## config.mk

```make
export PLATFORM = sky130hd
export DESIGN_NAME = mux4_rr_arbiter_flat
export DESIGN_NICKNAME = d
export VERILOG_FILES = /design/src/rtl/mux4_rr_arbiter_pkg.sv /design/src/rtl/mux4_rr_arbiter_if.sv /design/src/rtl/mux4_rr_arbiter_rr_priority_pick.sv /design/src/rtl/mux4_rr_arbiter.sv /design/src/flat_wrapper.sv
export SDC_FILE = /design/constraint.sdc
export NUM_CORES = 1
export LEC_CHECK = 0
export ABC_AREA = 0
export CAP_MARGIN = 20
export CORE_ASPECT_RATIO = 1.4
export CORE_UTILIZATION = 46
export DETAILED_ROUTE_END_ITERATION = 12
export PLACE_DENSITY = 0.72
export SYNTH_ARGS = -nofsm -noshare
export SYNTH_HDL_FRONTEND = slang
export SYNTH_SLANG_ARGS = --single-unit
```

## constraint.sdc

```tcl
create_clock -name clk -period 2.1 [get_ports clk]
set_input_delay 0.315 -clock clk [delete_from_list [all_inputs] [get_ports clk]]
set_output_delay 0.315 -clock clk [all_outputs]
set_load 0.05 [all_outputs]
```

## src/rtl/mux4_rr_arbiter_pkg.sv

```systemverilog
// rtl/mux4_rr_arbiter_pkg.sv - shared constants, state encoding and helpers for the mux arbiter
package mux4_rr_arbiter_pkg;

    localparam int NUM_REQ = 4;
    localparam int SEL_W   = 2;

    typedef enum logic {
        ST_IDLE  = 1'b0,
        ST_OWNED = 1'b1
    } state_t;

    function automatic logic [NUM_REQ-1:0] onehot(input logic [SEL_W-1:0] idx);
        logic [NUM_REQ-1:0] v;
        v      = '0;
        v[idx] = 1'b1;
        return v;
    endfunction

endpackage

```

## src/rtl/mux4_rr_arbiter_if.sv

```systemverilog
// rtl/mux4_rr_arbiter_if.sv - requester/arbiter handshake bundle for the shared 4:1 mux path
interface mux4_rr_arbiter_if;

    logic [mux4_rr_arbiter_pkg::NUM_REQ-1:0] req;
    // "release" is a reserved word, so the owner's end-of-transaction strobe carries this name
    logic                                    owner_release;
    logic [mux4_rr_arbiter_pkg::NUM_REQ-1:0] grant;
    logic                                    address0;
    logic                                    address1;
    logic                                    valid;
    logic                                    timeout;

    modport master (
        output req, owner_release,
        input  grant, address0, address1, valid, timeout
    );

    modport slave (
        input  req, owner_release,
        output grant, address0, address1, valid, timeout
    );

endinterface

```

## src/rtl/mux4_rr_arbiter_rr_priority_pick.sv

```systemverilog
// rtl/mux4_rr_arbiter_rr_priority_pick.sv - round-robin pick: rotate past last owner, priority-encode, un-rotate
module rr_priority_pick
    import mux4_rr_arbiter_pkg::*;
(
    input  logic [NUM_REQ-1:0] req,
    input  logic [SEL_W-1:0]   last,
    output logic [SEL_W-1:0]   idx,
    output logic               any
);

    logic [SEL_W-1:0]   base;
    logic [NUM_REQ-1:0] rot;
    logic [SEL_W-1:0]   off;

    assign base = last + SEL_W'(1);

    // rot[0] is the requester right after the last owner, so bit 0 has top priority
    always_comb begin
        rot = '0;
        for (int i = 0; i < NUM_REQ; i++) begin
            rot[i] = req[base + SEL_W'(i)];
        end
    end

    always_comb begin
        off = '0;
        for (int i = NUM_REQ - 1; i >= 0; i--) begin
            if (rot[i]) begin
                off = SEL_W'(i);
            end
        end
    end

    assign idx = base + off;
    assign any = |req;

endmodule

```

## src/rtl/mux4_rr_arbiter.sv

```systemverilog
// rtl/mux4_rr_arbiter.sv - round-robin owner arbiter driving the select lines of a shared 4:1 mux
module mux4_rr_arbiter
    import mux4_rr_arbiter_pkg::*;
#(
    parameter int MAX_HOLD = 8,
    parameter int CNT_W    = 4
) (
    input  logic              clk,
    input  logic              reset_n,
    mux4_rr_arbiter_if.slave  bus
);

    localparam bit               HOLD_LIMITED = (MAX_HOLD != 0);
    localparam logic [CNT_W-1:0] LIMIT        = CNT_W'(HOLD_LIMITED ? MAX_HOLD - 1 : 0);

    state_t             state_q, state_d;
    logic [NUM_REQ-1:0] grant_q, grant_d;
    logic [SEL_W-1:0]   sel_q, sel_d;
    logic [SEL_W-1:0]   last_q, last_d;
    logic [CNT_W-1:0]   cnt_q, cnt_d;
    logic               valid_q, valid_d;
    logic               timeout_q, timeout_d;

    logic [SEL_W-1:0]   pick_idx;
    logic               pick_any;
    logic               owner_req;
    logic               at_limit;

    rr_priority_pick u_pick (
        .req  (bus.req),
        .last (last_q),
        .idx  (pick_idx),
        .any  (pick_any)
    );

    assign owner_req = bus.req[sel_q];
    assign at_limit  = HOLD_LIMITED && (cnt_q == LIMIT);

    always_ff @(posedge clk) begin
        if (!reset_n) begin
            state_q   <= ST_IDLE;
            grant_q   <= '0;
            sel_q     <= '0;
            last_q    <= SEL_W'(NUM_REQ - 1);
            cnt_q     <= '0;
            valid_q   <= 1'b0;
            timeout_q <= 1'b0;
        end else begin
            state_q   <= state_d;
            grant_q   <= grant_d;
            sel_q     <= sel_d;
            last_q    <= last_d;
            cnt_q     <= cnt_d;
            valid_q   <= valid_d;
            timeout_q <= timeout_d;
        end
    end

    always_comb begin
        state_d   = state_q;
        grant_d   = grant_q;
        sel_d     = sel_q;
        last_d    = last_q;
        cnt_d     = cnt_q;
        valid_d   = valid_q;
        timeout_d = 1'b0;
        case (state_q)
            ST_IDLE: begin
                if (pick_any) begin
                    state_d = ST_OWNED;
                    grant_d = onehot(pick_idx);
                    sel_d   = pick_idx;
                    valid_d = 1'b1;
                    cnt_d   = '0;
                end
            end
            ST_OWNED: begin
                // select lines keep the old index through the idle gap so the mux can settle
                if (bus.owner_release || !owner_req || at_limit) begin
                    state_d   = ST_IDLE;
                    grant_d   = '0;
                    valid_d   = 1'b0;
                    last_d    = sel_q;
                    timeout_d = at_limit && !bus.owner_release && owner_req;
                end else begin
                    cnt_d = cnt_q + CNT_W'(1);
                end
            end
            default: begin
                state_d = ST_IDLE;
            end
        endcase
    end

    assign bus.grant    = grant_q;
    assign bus.address0 = sel_q[0];
    assign bus.address1 = sel_q[1];
    assign bus.valid    = valid_q;
    assign bus.timeout  = timeout_q;

endmodule

```

## src/flat_wrapper.sv

```systemverilog
// flat-port wrapper written by rule: the top's interface ports become plain ports
module mux4_rr_arbiter_flat import mux4_rr_arbiter_pkg::*;
#(
    parameter int MAX_HOLD = 8,
    parameter int CNT_W    = 4
)
  (clk, reset_n, bus_req, bus_owner_release, bus_grant, bus_address0, bus_address1, bus_valid, bus_timeout);
  mux4_rr_arbiter_if bus_i ();
  input  logic clk;
  input  logic reset_n;
  input wire logic [$bits(bus_i.req)-1:0] bus_req;
  input wire logic [$bits(bus_i.owner_release)-1:0] bus_owner_release;
  output wire logic [$bits(bus_i.grant)-1:0] bus_grant;
  output wire logic [$bits(bus_i.address0)-1:0] bus_address0;
  output wire logic [$bits(bus_i.address1)-1:0] bus_address1;
  output wire logic [$bits(bus_i.valid)-1:0] bus_valid;
  output wire logic [$bits(bus_i.timeout)-1:0] bus_timeout;
  assign bus_i.req = bus_req;
  assign bus_i.owner_release = bus_owner_release;
  assign bus_grant = bus_i.grant;
  assign bus_address0 = bus_i.address0;
  assign bus_address1 = bus_i.address1;
  assign bus_valid = bus_i.valid;
  assign bus_timeout = bus_i.timeout;
  mux4_rr_arbiter #(.MAX_HOLD(MAX_HOLD), .CNT_W(CNT_W)) u_core (.clk(clk), .reset_n(reset_n), .bus(bus_i));
endmodule
```

Word-level counts from Yosys, hierarchy flattened
Cells that the tools add are included.

storage, ports and cells
  register bits = 15
  input bits = 7
  output and inout port bits = 8
  logic and storage cells = 66

cells by class
  add/subtract/negate cells = 6
  magnitude comparators = 7
  eq/ne operators = 4
  muxes and demuxes = 28
  bitwise gates (word level) = 1
  reductions and logical operators = 13

operators by type and width
  kind                   count
  $lt A2 B3 Y1 const B   6
  $mux W4                4
  $pmux W4 S2            2
  $bmux W1 S2            5
  $mux W1                10
  $mux W2                4
  $reduce_and A2 Y1      4
  $add A2 B1 Y2 const B  2
  $add A2 B2 Y2 const B  2
  $add A4 B1 Y4 const B  1
  $eq A4 B3 Y1 const B   1
  $ne A2 B2 Y1 const B   2
  $pmux W1 S2            2
  $reduce_or A4 Y1       1
  $logic_and A1 B1 Y1    3
  $reduce_and A3 Y1      1
  $add A2 B2 Y2          1
  $demux W1 S2           1
  $ge A2 B1 Y1 const B   1
  $logic_not A1 Y1       2
  $logic_or A1 B1 Y1     2
  $ne A2 B1 Y1 const B   1
  $not A1 Y1             1

Longest topological paths before layout
Gate-level depths: netlist of run 1.

  word-level depth = 15
  depth in mapped cells = 10
  mapped depth without buffers = 9

Hierarchy
From an unflattened synthesis of run 1, not the netlist that was laid out.

unflattened totals
  cells, all modules = 110
  area total of the unflattened synthesis = 905.9 um2

by module, submodules not included
  module            instances  cells each  area an instance (um2)  seq. area each (um2)
  mux4_rr_arbiter   1          84          705.7                   300.3
  rr_priority_pick  1          26          200.2                   0.0

Worst setup path before layout of run 1
OpenSTA, ideal clock, no wires.

  path kind = register to register
  from = reg u_core.last_q[0]
  to = reg u_core.grant_q[2] (netlist: u_core.bus.grant[2])
  library setup time = 0.117 ns
  arrival time = 1.902 ns
  required time = 1.983 ns
  path slack = 0.081 ns
  cell stages (with the launch flop) = 10
  path buffers = 1
  period minus slack after synthesis = 2.019 ns
  cells stage by stage = dfxtp_1 > buf_4 > or2_1 > o211a_1 > o21ai_0 > ha_1 > xor2_1 > xnor2_1 > xor2_1 > a32o_2

on the way
  longest elaborated chain between the ends = 15
  elaborated cells between the ends (all ways) = 24
  those cells by class = 5 x add/sub; 2 x order compare; 16 x mux; 1 x reduce/logical

RTL lines
  item                                                                RTL line                                source
  start: declaration                                                  mux4_rr_arbiter.sv:19                   logic [SEL_W-1:0] last_q, last_d;
  start signal: assignment                                            mux4_rr_arbiter.sv:44                   last_q <= SEL_W'(NUM_REQ - 1);
  start signal: assignment                                            mux4_rr_arbiter.sv:52                   last_q <= last_d;
  $add A2 B1 Y2 *                                                     mux4_rr_arbiter_rr_priority_pick.sv:15  assign base = last + SEL_W'(1);
  $add A2 B2 Y2                                                       mux4_rr_arbiter_rr_priority_pick.sv:21  rot[i] = req[base + SEL_W'(i)];
  $bmux W1 S2                                                         mux4_rr_arbiter_rr_priority_pick.sv:21
  $mux W1 (implied by the code)                                       mux4_rr_arbiter_rr_priority_pick.sv:21
  $mux W2 (4 in a row)                                                mux4_rr_arbiter_rr_priority_pick.sv:28  if (rot[i]) begin
  $add A2 B2 Y2 *                                                     mux4_rr_arbiter_rr_priority_pick.sv:34  assign idx = base + off;
  $lt A2 B3 Y1 (implied by the code) or $ge A2 B1 Y1 (tied branches)  mux4_rr_arbiter_pkg.sv:15               v[idx] = 1'b1;
  $logic_and A1 B1 Y1 (implied by the code)                           mux4_rr_arbiter_pkg.sv:15
  $mux W1 (implied by the code)                                       mux4_rr_arbiter_pkg.sv:15
  $demux W1 S2 *                                                      --
  $mux W4 *                                                           mux4_rr_arbiter.sv:69                   if (pick_any) begin
  $pmux W4 S2 *                                                       mux4_rr_arbiter.sv:67                   case (state_q)
  end signal: assignment                                              mux4_rr_arbiter.sv:50                   grant_q <= grant_d;
  end: declaration                                                    mux4_rr_arbiter.sv:17                   logic [NUM_REQ-1:0] grant_q, grant_d;

Mark *: on every way between the ends. The rest lies on a longest branch, timed or not. The select of a mux whose other input is x is not followed.
A chain may end at the register's enable or synchronous reset.

Worst setup path after layout of run 1
  from = reg u_core.last_q[0]
  to = reg u_core.sel_q[1]

on the way
  longest elaborated chain between the ends = 9
  elaborated cells between the ends (all ways) = 17
  those cells by class = 5 x add/sub; 12 x mux

RTL lines
  item                           RTL line                                source
  $add A2 B1 Y2 *                mux4_rr_arbiter_rr_priority_pick.sv:15
  $add A2 B2 Y2                  mux4_rr_arbiter_rr_priority_pick.sv:21
  $bmux W1 S2                    mux4_rr_arbiter_rr_priority_pick.sv:21
  $mux W1 (implied by the code)  mux4_rr_arbiter_rr_priority_pick.sv:21
  $mux W2 (4 in a row)           mux4_rr_arbiter_rr_priority_pick.sv:28
  $add A2 B2 Y2 *                mux4_rr_arbiter_rr_priority_pick.sv:34
  end signal: assignment         mux4_rr_arbiter.sv:51                   sel_q <= sel_d;
  end: declaration               mux4_rr_arbiter.sv:18                   logic [SEL_W-1:0] sel_q, sel_d;

Marked as above.

==> metrics.md, run 1 <==
| Metric | Value |
|---|---|
| Unique masters post-synth | 42 |
| Total die area | 0.002079 mm2 |
| Clk root buf | clkbuf_4 |
| CTS buffer count | 3 |
| Worst-skew pair later-pin latency | 290 ps |
| Post-Synth Simple-Gate Area | 24.07% |
| DP HPWL | 1602 um |
| I/O Buffers | 14 |
| Mapped Cells | 100 |
| Synth Area in Compound Gates | 25.07% |
| Initial antenna violation count | 0 |
| H-tree depth | 1 |
| Hold buffer count at cts | 0 |
| Clock period minus worst slack | 2012 ps |
| DRT iter0 DRCs | 15 |
| Clock power frac | 17.4% |
| Largest delay share family, worst path | simple AND/OR/NAND/NOR gates |
| Layout area overhead | 36.25% |
| Die Span Y | 53.56 um |
| Final Cycle Share | 95.80% |
| Internal power | 0.5745 mW |
| Seq pwr share | 38.1% |
| RSZ-0062 raised after global routing | false |
| Post-synthesis adder-cell area fraction | 2.865% |
| Ant diodes | 0 |
| Remaining Overflow, GRT | 0 |
| GRT Util Overall | 23.26% |
| Row count | 18 |
| Largest fanout on the critical path | 5 |
| Least-Margin Pin Slew | 496.5 ps |
| Reg clk slew, reported paths | 90 ps |
| Worst path max stage delay | 410 ps |
| Switching part of the total | 39.71% |
| Post-CTS Repair Setup Buffers | 0 |
| Mapped cell area | 873.3 um2 |
| First-pass GRT wire length | 3470 um |
| Final setup violation count | 0 |
| Initial Utilization | 49.09% |
| Pwr/cell area | 800.9 mW/mm2 |
| CP bufs+invs | 0 |
| Startpoint types | register |
| Most frequently used flop master after synthesis | dfxtp_1 |
| Max Cap Violations | 0 |
| Clock buffer depth | 2 |
| Fin. max-slew vios | 0 |
| Final nets | 139 |
| Combinational power share | 44.5% |
| Clock Sink Count | 15 |
| Synthesis-stage register bit count | 15 |
| Kind of critical path | register to register |
| Post-DRT Antenna Nets | 0 |
| Pin count of the biggest net entering global routing | 15 |
| Relative slew slack | 66.80% |
| Min-delay worst type | register to register |
| Critical Path AT | 2230 ps |
| CP Cell Sequence | or2_4, o211a_1, o21ai_2, ha_2, xor2_2, xnor2_2, or3b_1, o221ai_2 |
| Pre-Repair DR Iteration Count | 4 |
| Leak pwr | 0.5130 nW |
| CTS tree | done |
| Max IR drop VDD | 673.3 uV |
| Post-synth EDFFs | 0 |
| Via count | 853 |
| Synth Area in XOR/XNOR | 4.011% |
| Crit-path slowest cell | or3b_1 |
| Outcome | completed |
| DRC viols | 0 |
| Routability cong. | 0.8374 |
| Clk_skew | 3.406 ps |
| Fillers | 146 |
| Hold_ws | 481.3 ps |
| F_max | 497.1 MHz |
| I/O pins | 15 |
| Drt total wl | 2144 um |
| Post-Layout Inst Area | 0.001190 mm2 |
| Final hold viol count | 0 |
| Vias in the first global route | 831 |
| Seq/Total Area, Yosys | 34.38% |
| Mapped Nets | 109 |
| Psw | 0.3784 mW |
| Die width | 38.83 um |
| WL/cell | 14.39 um |
| DP Area | 0.001121 mm2 |
| Core area | 0.001779 mm2 |
| Mean post-synth cell area | 8.733 um2 |
| Synthesis Warnings | 0 |
| Mux share of post-synthesis cell area | 5.301% |
| Ys async rst share | 0% |
| CP Capture Type | register |
| Layout cells sized above 1 | 29.46% |
| Critical Path RT | 2320 ps |
| Via density | 5.725 |
| Main combinational cell family by area after synthesis | compound AO/OA/AOI/OAI gates |
==> timing repair <==
| action | in CTS | in global routing |
|---|---|---|
| resized for setup | 6 | 10 |
| hold endpoints to repair | 0 | 0 |
| setup endpoints to repair | 5 | 5 |
| pin swaps | 1 | 6 |
==> cells in the mapped netlist, drive strengths merged, types with 2 or more instances <==
cell / count / share of area, %
mux2i: 2 / 2.3
a32o: 4 / 4.9
and2: 2 / 1.7
xor2: 2 / 2.0
xnor2: 2 / 2.0
o32ai: 2 / 2.0
nor2: 10 / 4.3
nor2b: 3 / 2.1
nand3b: 2 / 1.7
a21oi: 2 / 1.1
nor3: 3 / 1.7
o211ai: 2 / 1.7
or2: 2 / 1.4
nand2: 12 / 5.2
ha: 2 / 2.9
dfxtp: 15 / 34
buf: 2 / 2.1
mux2: 2 / 3.0
a21boi: 2 / 1.7
inv: 4 / 1.7
o21ai: 7 / 4.4
nand3: 3 / 1.7
==> registers in the layout (all words and copies together), names as in the netlist <==
signal              flops
u_core.last_q           2
u_core.sel_q            2
u_core.bus.valid        1
u_core.cnt_q            4
u_core.bus.timeout      1
u_core.bus.grant        4
u_core.state_q          1
==> cell usage in the layout (no fill, tap or decap), types with 2 or more instances in the layout <==
| master | Yosys | final |
|---|---|---|
| o211ai_1 | 2 | 2 |
| o32ai_1 | 2 | 2 |
| clkdlybuf4s50_1 | 0 | 10 |
| nand3b_1 | 2 | 2 |
| a21boi_0 | 2 | 2 |
| a21oi_1 | 2 | 2 |
| a32o_2 | 2 | 2 |
| nor2_1 | 10 | 10 |
| o21ai_0 | 6 | 5 |
| clkbuf_4 | 0 | 3 |
| nand2_1 | 12 | 12 |
| nor3_1 | 3 | 3 |
| nor2b_1 | 3 | 3 |
| a32o_1 | 2 | 2 |
| inv_1 | 3 | 2 |
| buf_4 | 1 | 14 |
| mux2i_1 | 2 | 2 |
| nand3_1 | 3 | 3 |
| inv_2 | 1 | 2 |
| dfxtp_1 | 15 | 14 |
| o21ai_2 | 1 | 2 |
| dlygate4sd2_1 | 0 | 4 |
==> final timing paths <==
kind	from	endpoint	slack, ps	cells after the start
worst max-delay path	u_core.last_q[0]	u_core.sel_q[1]	90	8
worst min-delay path	u_core.bus.valid	u_core.bus.valid	480	1
worst max register to register	u_core.last_q[0]	u_core.sel_q[1]	90	8
worst min register to register	u_core.bus.valid	u_core.bus.valid	480	1
==> metal layers <==
layer	global-route usage, %	share of wire, %	routed length, um	vias up
met3	1.240	1.5	32	4
met2	41.67	55	1171	8
met4	10.34	1.7	37	0
li1	-	-	-	426
met1	27.68	42	903	415
met5	0	0	0	-
==> worst register-to-register path, stage by stage (launching register included) <==
cell and delay [ps]:
dfxtp_4 370, or2_4 250, o211a_1 230, o21ai_2 130
ha_2 210, xor2_2 160, xnor2_2 130, or3b_1 410
o221ai_2 60
==> stage by stage <==
stage	total power, mW	worst slack [ps]	setup TNS (ps)	utilization [%]	cells
6_report	0.9530	88.27	0	66.88	149
5_1_grt	1.005	1.670	0	66.88	149
4_1_cts	0.9403	42.22	0	65.12	149
3_5_place_dp	0.7655	-524.7	-3352	63.01	145
3_3_place_gp	0.7548	-431.3	-2533	63.01	145
2_1_floorplan	0.6280	80.92	0	-	100
==> cell type report <==
cell class                 instances  area (um2)  share of cell area [%]
multi-input combinational         78       578.1                   48.58
sequential                        15       304.0                   25.55
timing repair buffer              28       240.2                   20.19
tap                               20       25.02                   2.103
clock buffer                       3       22.52                   1.893
inverter                           4       15.01                   1.262
clock inverter                     1       5.005                  0.4206
==> cell families (layout without fill, tap and decap cells) <==
group,count (synthesis),in the layout
and+or+nand+nor,42,42
AOI/OAI and AO/OA,26,26
DFF,15,15
buffers and inverters,7,36
xor gates and xnor gates,4,4
muxes,4,4
adders and majority gates,2,2
==> power groups by stage <==
stage | Combinational [mW] | Clock (mW) | Sequential, mW
2_1_floorplan | 0.183 | 0 | 0.445
3_3_place_gp | 0.392 | 0 | 0.363
3_5_place_dp | 0.400 | 0 | 0.366
4_1_cts | 0.409 | 0.172 | 0.359
5_1_grt | 0.459 | 0.178 | 0.368
6_report | 0.424 | 0.166 | 0.363
Power figures use the tool's default switching activity.
==> run 2: changes to the inputs <==
--- a/config.mk
+++ b/config.mk
@@ -11,6 +11,7 @@
 export CORE_UTILIZATION = 46
 export DETAILED_ROUTE_END_ITERATION = 12
 export PLACE_DENSITY = 0.72
+export REMOVE_ABC_BUFFERS = 1
 export SYNTH_ARGS = -nofsm -noshare
 export SYNTH_HDL_FRONTEND = slang
 export SYNTH_SLANG_ARGS = --single-unit
==> run 2 against run 1 <==
Cell count is the same. Flip-flop and latch count stayed put. Maximum frequency is 3.0% higher. Design area shrank 0.63%. Clock-buffer cell count grew 1. Power fell by 1.5%. Combinational power is 0.9% lower. Setup slack better by 59 ps. First-iteration DRC count decreased by 33%. Global-route usage decreased by 3.1 points. Via count fell by 5.7%. Largest power group unchanged.
==> metrics.md, run 2 (synthesis results as in run 1) <==
| Metric | Value |
|---|---|
| Crit-path slowest cell | dfxtp_4 |
| Layout area overhead | 35.39% |
| Largest fanout on the critical path | 5 (unchanged) |
| DP HPWL | 1447 um (-9.7%) |
| Post-CTS Repair Setup Buffers | 0 (unchanged) |
| Final Cycle Share | 92.99% (-2.8 points) |
| Least-Margin Pin Slew | 505.5 ps (+9.041 ps) |
| Critical Path AT | 2160 ps (-70 ps) |
| Final nets | 139 (unchanged) |
| Hold Path End | u_core.bus.valid |
| Max Cap Violations | 0 (unchanged) |
| Clock buffer depth | 2 (unchanged) |
| Die width | 38.83 um (unchanged) |
| Drt total wl | 1887 um (-12%) |
| Via density | 5.396 (-5.7%) |
| Final hold viol count | 0 (unchanged) |
| Fillers | 167 (+14%) |
| I/O Buffers | 14 (unchanged) |
| Non-Filler Instances | 149 (unchanged) |
| Pre-Repair DR Iteration Count | 4 (unchanged) |
| Most frequent cells in the layout | 14 x dfxtp_1, 13 x buf_4, 12 x nand2_1, 10 x nor2_1, 10 x clkdlybuf4s50_1 |
| CP Capture Type | register |
| CTS tree | done |
| CP Cell Sequence | or2_1, o211a_1, o21ai_1, ha_2, xor2_2, xnor2_2, or3b_1, o221ai_1 |
| Pwr/cell area | 793.6 mW/mm2 (-0.91%) |
| R2r setup slk | 150 ps (+60 ps) |
| Hold Crit Depth | 1 (unchanged) |
| Critical Path RT | 2310 ps (about the same) |
| Most common cell after layout, fill and taps aside | dfxtp_1 |
| RSZ-0062 raised after global routing | false |
| Hold_ws | 483.6 ps (+2.342 ps) |
| F_max | 512.1 MHz (+3.0%) |
| Initial antenna violation count | 0 (unchanged) |
| Clock Sink Count | 15 (unchanged) |
| Kind of critical path | register to register |
| GRT Util Overall | 20.13% (-3.1 points) |
| Vias in the first global route | 777 (-6.5%) |
| Worst path max stage delay | 370 ps (-40 ps) |
| Die Span Y | 53.56 um (unchanged) |
| Clk root buf | clkbuf_4 |
| Remaining Overflow, GRT | 0 (unchanged) |
| Initial Utilization | 49.09% (unchanged) |
| Post-DRT Antenna Nets | 0 (unchanged) |
| First-pass GRT wire length | 3015 um (-13%) |
| R2R Path End | u_core.sel_q[1] |
| Reg clk slew, reported paths | 90 ps (about the same) |
| Ant diodes | 0 (unchanged) |
| Max IR drop VDD | 718.4 uV (+6.7%) |
| DRC viols | 0 (unchanged) |
| Clk_skew | 3.920 ps (+0.5137 ps) |
| Row count | 18 (unchanged) |
| Clock period minus worst slack | 1953 ps (-59.01 ps) |
| WL/cell | 12.66 um (-12%) |
| FF-to-FF Start | u_core.last_q[0] |
| Leak pwr | 0.5095 nW (-0.69%) |
| Routability cong. | 0.8199 (-2.1%) |
| Worst-skew pair later-pin latency | 280 ps (about the same) |
| Worst r2r path cells | 8 (unchanged) |
| Total die area | 0.002079 mm2 (unchanged) |
| I/O pins | 15 (unchanged) |
| HP Start | u_core.bus.valid |
| CTS buffer count | 3 (unchanged) |
| DRT iter0 DRCs | 10 (-5) |
| Relative slew slack | 66.19% (-0.60 points) |
| Startpoint types | register |
| H-tree depth | 1 (unchanged) |
| Fin. max-slew vios | 0 (unchanged) |
| Placed Cells | 146 (+0.69%) |
| Min-delay worst type | register to register |
| Via count | 804 (-5.7%) |
| Core area | 0.001779 mm2 (unchanged) |
| Final setup violation count | 0 (unchanged) |
| Layout cells sized above 1 | 24.81% (-4.7 points) |
| Pin count of the biggest net entering global routing | 11 (-4) |
| Outcome | completed |
| Hold buffer count at cts | 0 (unchanged) |
-- run 2: power by group --
| group | switching [mW] | internal [mW] | total (mW) |
|---|---|---|---|
| Combinational | 0.233 | 0.187 | 0.420 |
| Clock | 0.0881 | 0.0737 | 0.162 |
| Sequential | 0.0350 | 0.321 | 0.356 |
| Total | 0.356 | 0.582 | 0.938 |
-- run 2: what timing repair did --
action | CTS | global route
endpoints found under the setup margin | 5 | 5
hold endpoints to repair | 0 | 0
resized for setup | 4 | 9
pin swaps | 1 | 5
-- run 2: cell type report --
type | count | area [um2] | share of cell area [%]
multi-input combinational | 78 | 568.0 | 48.04
sequential | 15 | 304.0 | 25.71
timing repair buffer | 28 | 244.0 | 20.63
clock buffer | 4 | 26.28 | 2.222
tap | 20 | 25.02 | 2.116
inverter | 4 | 15.01 | 1.270
-- run 2: per-layer routing --
| metal | vias to the layer above | global-route usage (%) | part of all wire (%) |
|---|---|---|---|
| li1 | 425 | - | - |
| met1 | 363 | 23.14 | 46 |
| met2 | 12 | 36.67 | 50 |
| met3 | 4 | 1.653 | 3.0 |
| met4 | 0 | 8.621 | 1.8 |
| met5 | - | 0 | 0 |
-- run 2: worst max path at each step --
| stage | end | cells after the start | start |
|---|---|---|---|
| floorplan | u_core.bus.grant[2] | 8 | u_core.last_q[0] |
| CTS | u_core.sel_q[1] | 9 | u_core.last_q[0] |
| global route | u_core.sel_q[1] | 8 | u_core.last_q[0] |
| finish | u_core.sel_q[1] | 8 | u_core.last_q[0] |
| detailed placement | u_core.sel_q[1] | 10 | bus_req[3] |
| global placement | u_core.bus.grant[2] | 10 | bus_req[3] |
-- run 2: critical path: cells and delay by family (launching register included) --
| kind | cells | cell delay [ps] |
|---|---|---|
| adder cells (fa/ha/maj) | 1 | 210 |
| flip-flops | 1 | 370 |
| XOR/XNOR | 2 | 300 |
| AO/OA/AOI/OAI | 3 | 410 |
| AND/OR/NAND/NOR | 2 | 590 |
-- run 2: through the flow --
step	setup WS (ps)	total power [mW]	setup TNS, ps	utilization [%]	area, um2
final	147.3	0.9383	0	66.46	1182
after global routing	30.46	1.001	0	66.46	1182
after CTS	4.086	0.9386	0	64.63	1150
after detailed placement	-434.8	0.7771	-2061	63.43	1129
after global placement	-386.8	0.7718	-1872	63.43	1129
after floorplan	120.9	0.6186	0	-	850.8
